### config.mk
export PLATFORM = sky130hd
export DESIGN_NAME = pbutton_bounce_gen
export DESIGN_NICKNAME = d
export VERILOG_FILES = /design/src/rtl/pbutton_bounce_gen.sv
export SDC_FILE = /design/constraint.sdc
export NUM_CORES = 1
export LEC_CHECK = 0
export CORE_ASPECT_RATIO = 1.5
export CORE_MARGIN = 2
export CORE_UTILIZATION = 54
export DETAILED_ROUTE_END_ITERATION = 12
export PLACE_DENSITY = 0.86
export SLEW_MARGIN = 20
export SYNTH_ARGS = -nofsm -noshare
export SYNTH_HDL_FRONTEND = slang
export SYNTH_SLANG_ARGS = --single-unit
### constraint.sdc
create_clock -name CLOCK_50 -period 7.7 [get_ports CLOCK_50]
set_input_delay 1.54 -clock CLOCK_50 [delete_from_list [all_inputs] [get_ports CLOCK_50]]
set_output_delay 1.54 -clock CLOCK_50 [all_outputs]
set_load 0.02 [all_outputs]
### src/rtl/pbutton_bounce_gen.sv
// -----------------------------------------------------------------------------
// pbutton_bounce_gen
//
// Push-button bounce generator. Stands in for a physical key in the debouncer
// test tops: a clean press/release command becomes a PB waveform with a burst
// of contact glitches, per-glitch jitter taken from an LFSR, and a settle time
// before completion is reported.
//
// Parameters
//   PB_ACTIVE_STATE_HIGH : 0 -> PB is low when pushed, 1 -> PB is high when pushed
//   LFSR_SEED            : jitter LFSR reset value (must be nonzero)
//
// Ports
//   CLOCK_50      in   1  single clock
//   RESET         in   1  asynchronous active-high reset
//   cmd_press     in   1  one-cycle push request
//   cmd_release   in   1  one-cycle release request
//   nb_bounce     in   8  number of glitch pairs N
//   bounce_period in  32  base segment length P (cycles)
//   jitter_mask   in  16  ANDed with the LFSR to give extra cycles per segment
//   settle_cycles in  32  cycles from last edge to done (S)
//   PB            out  1  generated electrical button level (registered)
//   pb_level      out  1  logical target state, 1 = pushed
//   busy          out  1  sequence in progress (through the done cycle)
//   done          out  1  one-cycle completion pulse
//   rejected      out  1  one-cycle pulse for an ignored command
// -----------------------------------------------------------------------------
module pbutton_bounce_gen #(
    parameter logic        PB_ACTIVE_STATE_HIGH = 1'b0,
    parameter logic [15:0] LFSR_SEED            = 16'hACE1
) (
    input  logic        CLOCK_50,
    input  logic        RESET,
    input  logic        cmd_press,
    input  logic        cmd_release,
    input  logic [7:0]  nb_bounce,
    input  logic [31:0] bounce_period,
    input  logic [15:0] jitter_mask,
    input  logic [31:0] settle_cycles,
    output logic        PB,
    output logic        pb_level,
    output logic        busy,
    output logic        done,
    output logic        rejected
);

    typedef enum logic [1:0] {
        ST_IDLE   = 2'd0,
        ST_BOUNCE = 2'd1,
        ST_SETTLE = 2'd2
    } state_t;

    state_t      state_reg,      state_next;
    logic        lvl_reg,        lvl_next;
    logic        pb_level_reg,   pb_level_next;
    logic        pb_reg;
    logic        busy_reg,       busy_next;
    logic        done_reg,       done_next;
    logic        rejected_reg,   rejected_next;
    logic [8:0]  edge_cnt_reg,   edge_cnt_next;
    logic [31:0] seg_cnt_reg,    seg_cnt_next;
    logic [31:0] settle_cnt_reg, settle_cnt_next;
    logic [15:0] lfsr_reg,       lfsr_next;
    logic [31:0] period_reg,     period_next;
    logic [15:0] mask_reg,       mask_next;
    logic [31:0] settle_reg,     settle_next;

    // ------------------------------------------------------------------
    // Segment length datapath.
    // On the accept edge the first segment is sized from the live inputs;
    // afterwards the latched copies are used so that config changes during
    // a sequence have no effect.
    // ------------------------------------------------------------------
    logic [15:0] lfsr_adv;
    logic [31:0] seg_period_src;
    logic [15:0] seg_mask_src;
    logic [15:0] jitter;
    logic [31:0] period_eff;
    logic [32:0] seg_sum;
    logic [31:0] seg_len;
    logic [31:0] seg_len_m1;
    logic [31:0] settle_src;
    logic [31:0] settle_m1;

    // Fibonacci LFSR, x^16 + x^14 + x^13 + x^11 + 1, shifting right.
    assign lfsr_adv = {lfsr_reg[0] ^ lfsr_reg[2] ^ lfsr_reg[3] ^ lfsr_reg[5],
                       lfsr_reg[15:1]};

    assign seg_period_src = (state_reg == ST_IDLE) ? bounce_period : period_reg;
    assign seg_mask_src   = (state_reg == ST_IDLE) ? jitter_mask   : mask_reg;

    // The segment that is about to start uses the freshly advanced LFSR value.
    generate
        for (genvar gi = 0; gi < 16; gi++) begin : g_jitter
            assign jitter[gi] = lfsr_adv[gi] & seg_mask_src[gi];
        end
    endgenerate

    // A zero period would mean a zero-length segment; treat it as one cycle.
    assign period_eff = (seg_period_src == 32'd0) ? 32'd1 : seg_period_src;
    assign seg_sum    = {1'b0, period_eff} + {17'd0, jitter};
    // Saturate the 33-bit sum; period_eff >= 1 so seg_len is never zero.
    assign seg_len    = seg_sum[32] ? 32'hFFFF_FFFF : seg_sum[31:0];
    // The segment counter runs from L-1 down to 0, so the toggle lands
    // exactly L cycles after the previous edge.
    assign seg_len_m1 = seg_len - 32'd1;

    assign settle_src = (state_reg == ST_IDLE) ? settle_cycles : settle_reg;
    assign settle_m1  = (settle_src == 32'd0) ? 32'd0 : (settle_src - 32'd1);

    // ------------------------------------------------------------------
    // Command decode
    // ------------------------------------------------------------------
    logic cmd_any;
    logic cmd_both;
    logic cmd_target;

    assign cmd_any    = cmd_press | cmd_release;
    assign cmd_both   = cmd_press & cmd_release;
    assign cmd_target = cmd_press;

    // ------------------------------------------------------------------
    // Next-state / output logic
    // ------------------------------------------------------------------
    always_comb begin
        state_next      = state_reg;
        lvl_next        = lvl_reg;
        pb_level_next   = pb_level_reg;
        done_next       = 1'b0;
        rejected_next   = 1'b0;
        edge_cnt_next   = edge_cnt_reg;
        seg_cnt_next    = seg_cnt_reg;
        settle_cnt_next = settle_cnt_reg;
        lfsr_next       = lfsr_reg;
        period_next     = period_reg;
        mask_next       = mask_reg;
        settle_next     = settle_reg;

        case (state_reg)
            ST_IDLE: begin
                if (cmd_any) begin
                    // busy_reg is still high in the done cycle, which keeps
                    // the earliest accept one cycle after done.
                    if (cmd_both || busy_reg || (cmd_target == pb_level_reg)) begin
                        rejected_next = 1'b1;
                    end else begin
                        pb_level_next = cmd_target;
                        lvl_next      = cmd_target;
                        period_next   = bounce_period;
                        mask_next     = jitter_mask;
                        settle_next   = settle_cycles;
                        if (nb_bounce == 8'd0) begin
                            // Clean single edge: go straight to settling.
                            edge_cnt_next   = 9'd0;
                            settle_cnt_next = settle_m1;
                            state_next      = ST_SETTLE;
                        end else begin
                            edge_cnt_next = {nb_bounce, 1'b0};
                            lfsr_next     = lfsr_adv;
                            seg_cnt_next  = seg_len_m1;
                            state_next    = ST_BOUNCE;
                        end
                    end
                end
            end

            ST_BOUNCE: begin
                if (cmd_any) begin
                    rejected_next = 1'b1;
                end
                if (seg_cnt_reg == 32'd0) begin
                    lvl_next      = ~lvl_reg;
                    edge_cnt_next = edge_cnt_reg - 9'd1;
                    if (edge_cnt_reg == 9'd1) begin
                        // Even number of toggles: lvl now equals pb_level.
                        settle_cnt_next = settle_m1;
                        state_next      = ST_SETTLE;
                    end else begin
                        lfsr_next    = lfsr_adv;
                        seg_cnt_next = seg_len_m1;
                    end
                end else begin
                    seg_cnt_next = seg_cnt_reg - 32'd1;
                end
            end

            ST_SETTLE: begin
                if (cmd_any) begin
                    rejected_next = 1'b1;
                end
                if (settle_cnt_reg == 32'd0) begin
                    done_next  = 1'b1;
                    state_next = ST_IDLE;
                end else begin
                    settle_cnt_next = settle_cnt_reg - 32'd1;
                end
            end

            default: begin
                state_next = ST_IDLE;
            end
        endcase

        // busy covers the done cycle as well.
        busy_next = (state_next != ST_IDLE) || done_next;
    end

    // ------------------------------------------------------------------
    // State registers
    // ------------------------------------------------------------------
    always_ff @(posedge CLOCK_50 or posedge RESET) begin
        if (RESET) begin
            state_reg      <= ST_IDLE;
            lvl_reg        <= 1'b0;
            pb_level_reg   <= 1'b0;
            pb_reg         <= ~PB_ACTIVE_STATE_HIGH;
            busy_reg       <= 1'b0;
            done_reg       <= 1'b0;
            rejected_reg   <= 1'b0;
            edge_cnt_reg   <= 9'd0;
            seg_cnt_reg    <= 32'd0;
            settle_cnt_reg <= 32'd0;
            lfsr_reg       <= LFSR_SEED;
            period_reg     <= 32'd0;
            mask_reg       <= 16'd0;
            settle_reg     <= 32'd0;
        end else begin
            state_reg      <= state_next;
            lvl_reg        <= lvl_next;
            pb_level_reg   <= pb_level_next;
            // PB follows the next logical level so the first edge appears in
            // the same cycle that busy rises.
            pb_reg         <= PB_ACTIVE_STATE_HIGH ? lvl_next : ~lvl_next;
            busy_reg       <= busy_next;
            done_reg       <= done_next;
            rejected_reg   <= rejected_next;
            edge_cnt_reg   <= edge_cnt_next;
            seg_cnt_reg    <= seg_cnt_next;
            settle_cnt_reg <= settle_cnt_next;
            lfsr_reg       <= lfsr_next;
            period_reg     <= period_next;
            mask_reg       <= mask_next;
            settle_reg     <= settle_next;
        end
    end

    assign PB       = pb_reg;
    assign pb_level = pb_level_reg;
    assign busy     = busy_reg;
    assign done     = done_reg;
    assign rejected = rejected_reg;

endmodule

==> results.md <==
* Status: complete, no violations
* IO buf count at between 90 and 100
* Worst path required time at 7.98 ns
* Total GRT Usage at 0.277
* Hold Buf Count CTS at 0
* Row count at between 60 and 70
* H-tree depth at 4
* Post-synthesis mux area share at 0.137
* Detailed-route via count at 12000
* Headroom to the max-slew limit at 0.286
* Clock Sink Count at between 150 and 200
* Area of the multi-input gates at 0.00813 mm2
* Max Cap Viol at 0
* Mapped Cells at ~1500
* Post-Synth Adder-Cell Area at 0.0285
* First-pass GRT wire length at about 57000 um
* # setup viols final at 0
* Maximum VDD drop at 189 uV
* Grt ovf at 0
* Critical path arrival at roughly 7.1 ns
* Fillers at 1947
* Pin count of the biggest net entering global routing at 110
* Max Clock Skew at 0.0142 ns
* DR pass1 iterations at 10
* Post-detail-place hpwl at between 20000 and 30000 um
* Yosys cell types at 90
* Die area at 0.0254 mm2
* Logic gate share of total power at 0.476
* Pint at about 2.9 mW
* CP max FO at 5
* Initial antenna violation count at 2
* Type of the worst min-delay path: reg2reg
* Starting Density at 0.550
* DRC at 0
* Critical path class: in2reg
* Asr flop ratio synth at 1.00
* Avg Inst Size Synth at approximately 8.8 um2
* Leakage power at roughly 6.0 nW
* Post-route setup slack at slightly below 0.9 ns
* Worst Setup Start Kind: input pin
* Worst slew pin tran at roughly 1.1 ns
* Core area at 0.0237 mm2
* Switching Fraction at 0.416
* Area Overhead vs Synth at 13.6%
* Final ANT Viol Nets at 0
* Iteration-0 DRC Markers at 1037
* Die Y-Extent at between 150 and 200 um
* RSZ-0062 raised after global routing: false
* IO Pins at between 90 and 100
* Power per Cell Area at approximately 340 mW/mm2
* Synth Area in Compound Gates at 0.182
* Worst slack, placed at 0.507 ns
* Setup TNS at 0 ns
* Final Hold Viols at 0
* Clk pwr share at 0.184
* Root buf cell: clkbuf_16
* Clk_lat worst skew at around 0.45 ns
* Crit-path slowest cell: or4b_1
* Overall routed net length at roughly 35000 um
* Synth Area in XOR/XNOR at 0.0472
* Largest family of logic cells by synthesized area: simple AND/OR/NAND/NOR gates
* Layout Nets at approximately 1700
* Post-Syn Area at roughly 0.013 mm2
* Register bit total from synthesis at about 180
* Count of final max-slew check failures at 0
* Min-delay src: lfsr_reg[7]
* Worst Setup SP: bounce_period[19]
* Layout cells sized above 1 at 0.125
* WL/cell at 18.9 um
* Final Cycle Share at 0.888
* Storage cell area at 0.00444 mm2
* Clock slew at reported path FFs at approximately 0.070 ns
* Number of buffers created by CTS at 17
* Post_cts resized at 0
* Vias in the first global route at ~12000
* Sequential area share after synthesis at 0.342
* Share of total power in sequential cells at 0.340
* Max incr delay on CP at about 0.58 ns
* Crit path cell chain: clkdlybuf4s50_1 > mux2i_1 > nand4_1 > or4_1 > nor4_1 > a21o_1 > ha_1 > fa_1 > a21o_1 > a221o_1 > a21oi_1 > a21oi_2 > nor2_1 > ha_1 > nand2_1 > or3_1 > or4b_1 > a21o_1 > nor3_1 > and4_1 > xnor2_1 > o221ai_1
* Period minus WS final at 6.83 ns
* Avg Vias per Cell at between 6 and 7
* CTS tree: done
* Post-synth EDFFs at 0
* Fmax at about 0.15 GHz
* Worst r2r src: state_reg[0]
* Clk buf depth at 2
* GP Congestion at around 1.0
* Syn Nets at approximately 1600
* Post-CTS setup buffers at 0
* YS warnings at 0
* Synth Area in Simple Gates at 0.228
* Nature of the critical path endpoint: flip-flop
* DIE WIDTH at approximately 130 um
* Critical path's most frequent cell: a21o_1
* Psw at 2.09 mW
* Top_reg_cell synth: dfrtp_1
==> logic make-up (layout without fill, tap and decap cells) <==
kind of cell / Yosys count / count (layout)
simple gates: 572 / 572
compound gates: 366 / 366
flops: 177 / 177
mux: 165 / 165
buf+inv: 105 / 171
xor+xnor: 70 / 70
fa+ha+maj: 29 / 29
other cells: 0 / 1
==> layer usage <==
| layer | GRT usage | wire, um |
|---|---|---|
| met5 | 0 | 0 |
| met4 | 0.146 | 1760 |
| met3 | 0.0408 | 1520 |
| met2 | 0.507 | 18800 |
| met1 | 0.301 | 13300 |
==> worst max-delay path, delay by kind of cell <==
kind	cells	cell delay (ns)
AND/OR/NAND/NOR	9	2.21
AO/OA/AOI/OAI	7	1.62
adder cells (fa/ha/maj)	3	0.87
buffers and inverters	1	0.56
multiplexers	1	0.22
XOR/XNOR	1	0.11
==> path summary, 6_finish.rpt <==
check                      slack [ns]  cells past startpoint               to
setup / recovery                 0.87                     22  seg_cnt_reg[30]
hold / removal                   0.47                      2      lfsr_reg[6]
setup reg to reg                 0.92                     22  seg_cnt_reg[30]
hold reg to reg                  0.47                      2      lfsr_reg[6]
max in group asynchronous        4.65                      3  seg_cnt_reg[22]
min in group asynchronous        1.64                      2   settle_reg[23]
==> cell usage after synthesis, types with 6 or more instances <==
library cell	count	share of area
o21ai_0	109	0.042
clkbuf_1	45	0.013
nand3_1	38	0.015
o22ai_1	16	0.0077
mux2_2	103	0.089
nor4_1	23	0.011
inv_1	28	0.0081
xor2_1	23	0.015
a31oi_1	9	0.0043
nor2b_1	20	0.0096
a21o_1	18	0.010
a21oi_1	93	0.036
nand2_1	169	0.049
nand4_1	17	0.0082
a221o_1	10	0.0077
or3_1	32	0.015
nand3b_1	10	0.0058
o221ai_1	11	0.0074
a22o_1	16	0.011
ha_1	28	0.027
a211oi_1	9	0.0052
o211ai_1	9	0.0052
xnor2_1	47	0.032
nor3b_1	14	0.0081
dfrtp_1	168	0.32
dfstp_2	9	0.018
or2_2	7	0.0034
or4_1	8	0.0046
buf_2	23	0.0089
nor2_1	94	0.027
nand4b_1	6	0.0040
nand2b_1	15	0.0072
and3_1	16	0.0077
nor3_1	68	0.026
mux2i_1	62	0.048
and2_1	9	0.0043
==> placed cells by master, fill, tap and decap left out, types with 6 or more instances in the layout <==
master           count
inv_1               27
dfstp_2              9
or2_2                7
nand3_1             38
buf_4               14
a211oi_1             9
xnor2_1             47
nor3_1              68
nor2b_1             20
a221o_1             10
mux2i_1             62
nand2_1            169
nand4b_1             6
a21oi_1             93
o22ai_1             16
nand4_1             17
nor4_1              23
or3_1               32
o211ai_1             9
nand3b_1            10
xor2_1              23
o221ai_1            11
mux2_2             103
nor3b_1             13
or4_1                8
and3_1              16
dfrtp_1            168
and2_1               9
a31oi_1              9
a21o_1              18
a22o_1              16
nand2b_1            15
nor2_1              93
clkdlybuf4s50_1     96
clkbuf_16           17
o21ai_0            109
ha_1                27
==> metrics by stage <==
stage	cells	power, mW	hold slack (ns)	instance area [um2]	utilization
after floorplan	1484	3.46	0.439	13000	-
after global placement	1837	3.96	0.451	14100	0.598
after detailed placement	1837	4.05	0.459	14100	0.598
after CTS	1869	4.99	0.467	14800	0.624
after global routing	1870	5.33	0.488	14800	0.624
final	1870	5.02	0.468	14800	0.624
==> layout make-up <==
class / instances / area share
flip-flops and latches: 177 / 0.301
inverters: 29 / 0.00788
repair buffers: 110 / 0.0722
clock inverters: 11 / 0.0100
clock buffers: 21 / 0.0319
well taps: 319 / 0.0270
multi-input cells: 1202 / 0.550
diodes: 1 / 0.000169
==> power groups by stage <==
stage / Combinational (mW) / Sequential [mW] / Clock, mW
final: 2.39 / 1.71 / 0.924
after global routing: 2.61 / 1.75 / 0.965
after CTS: 2.37 / 1.69 / 0.927
after detailed placement: 2.35 / 1.70 / 0
after global placement: 2.29 / 1.67 / 0
after floorplan: 1.85 / 1.62 / 0
(Power assumes the default switching activity.)
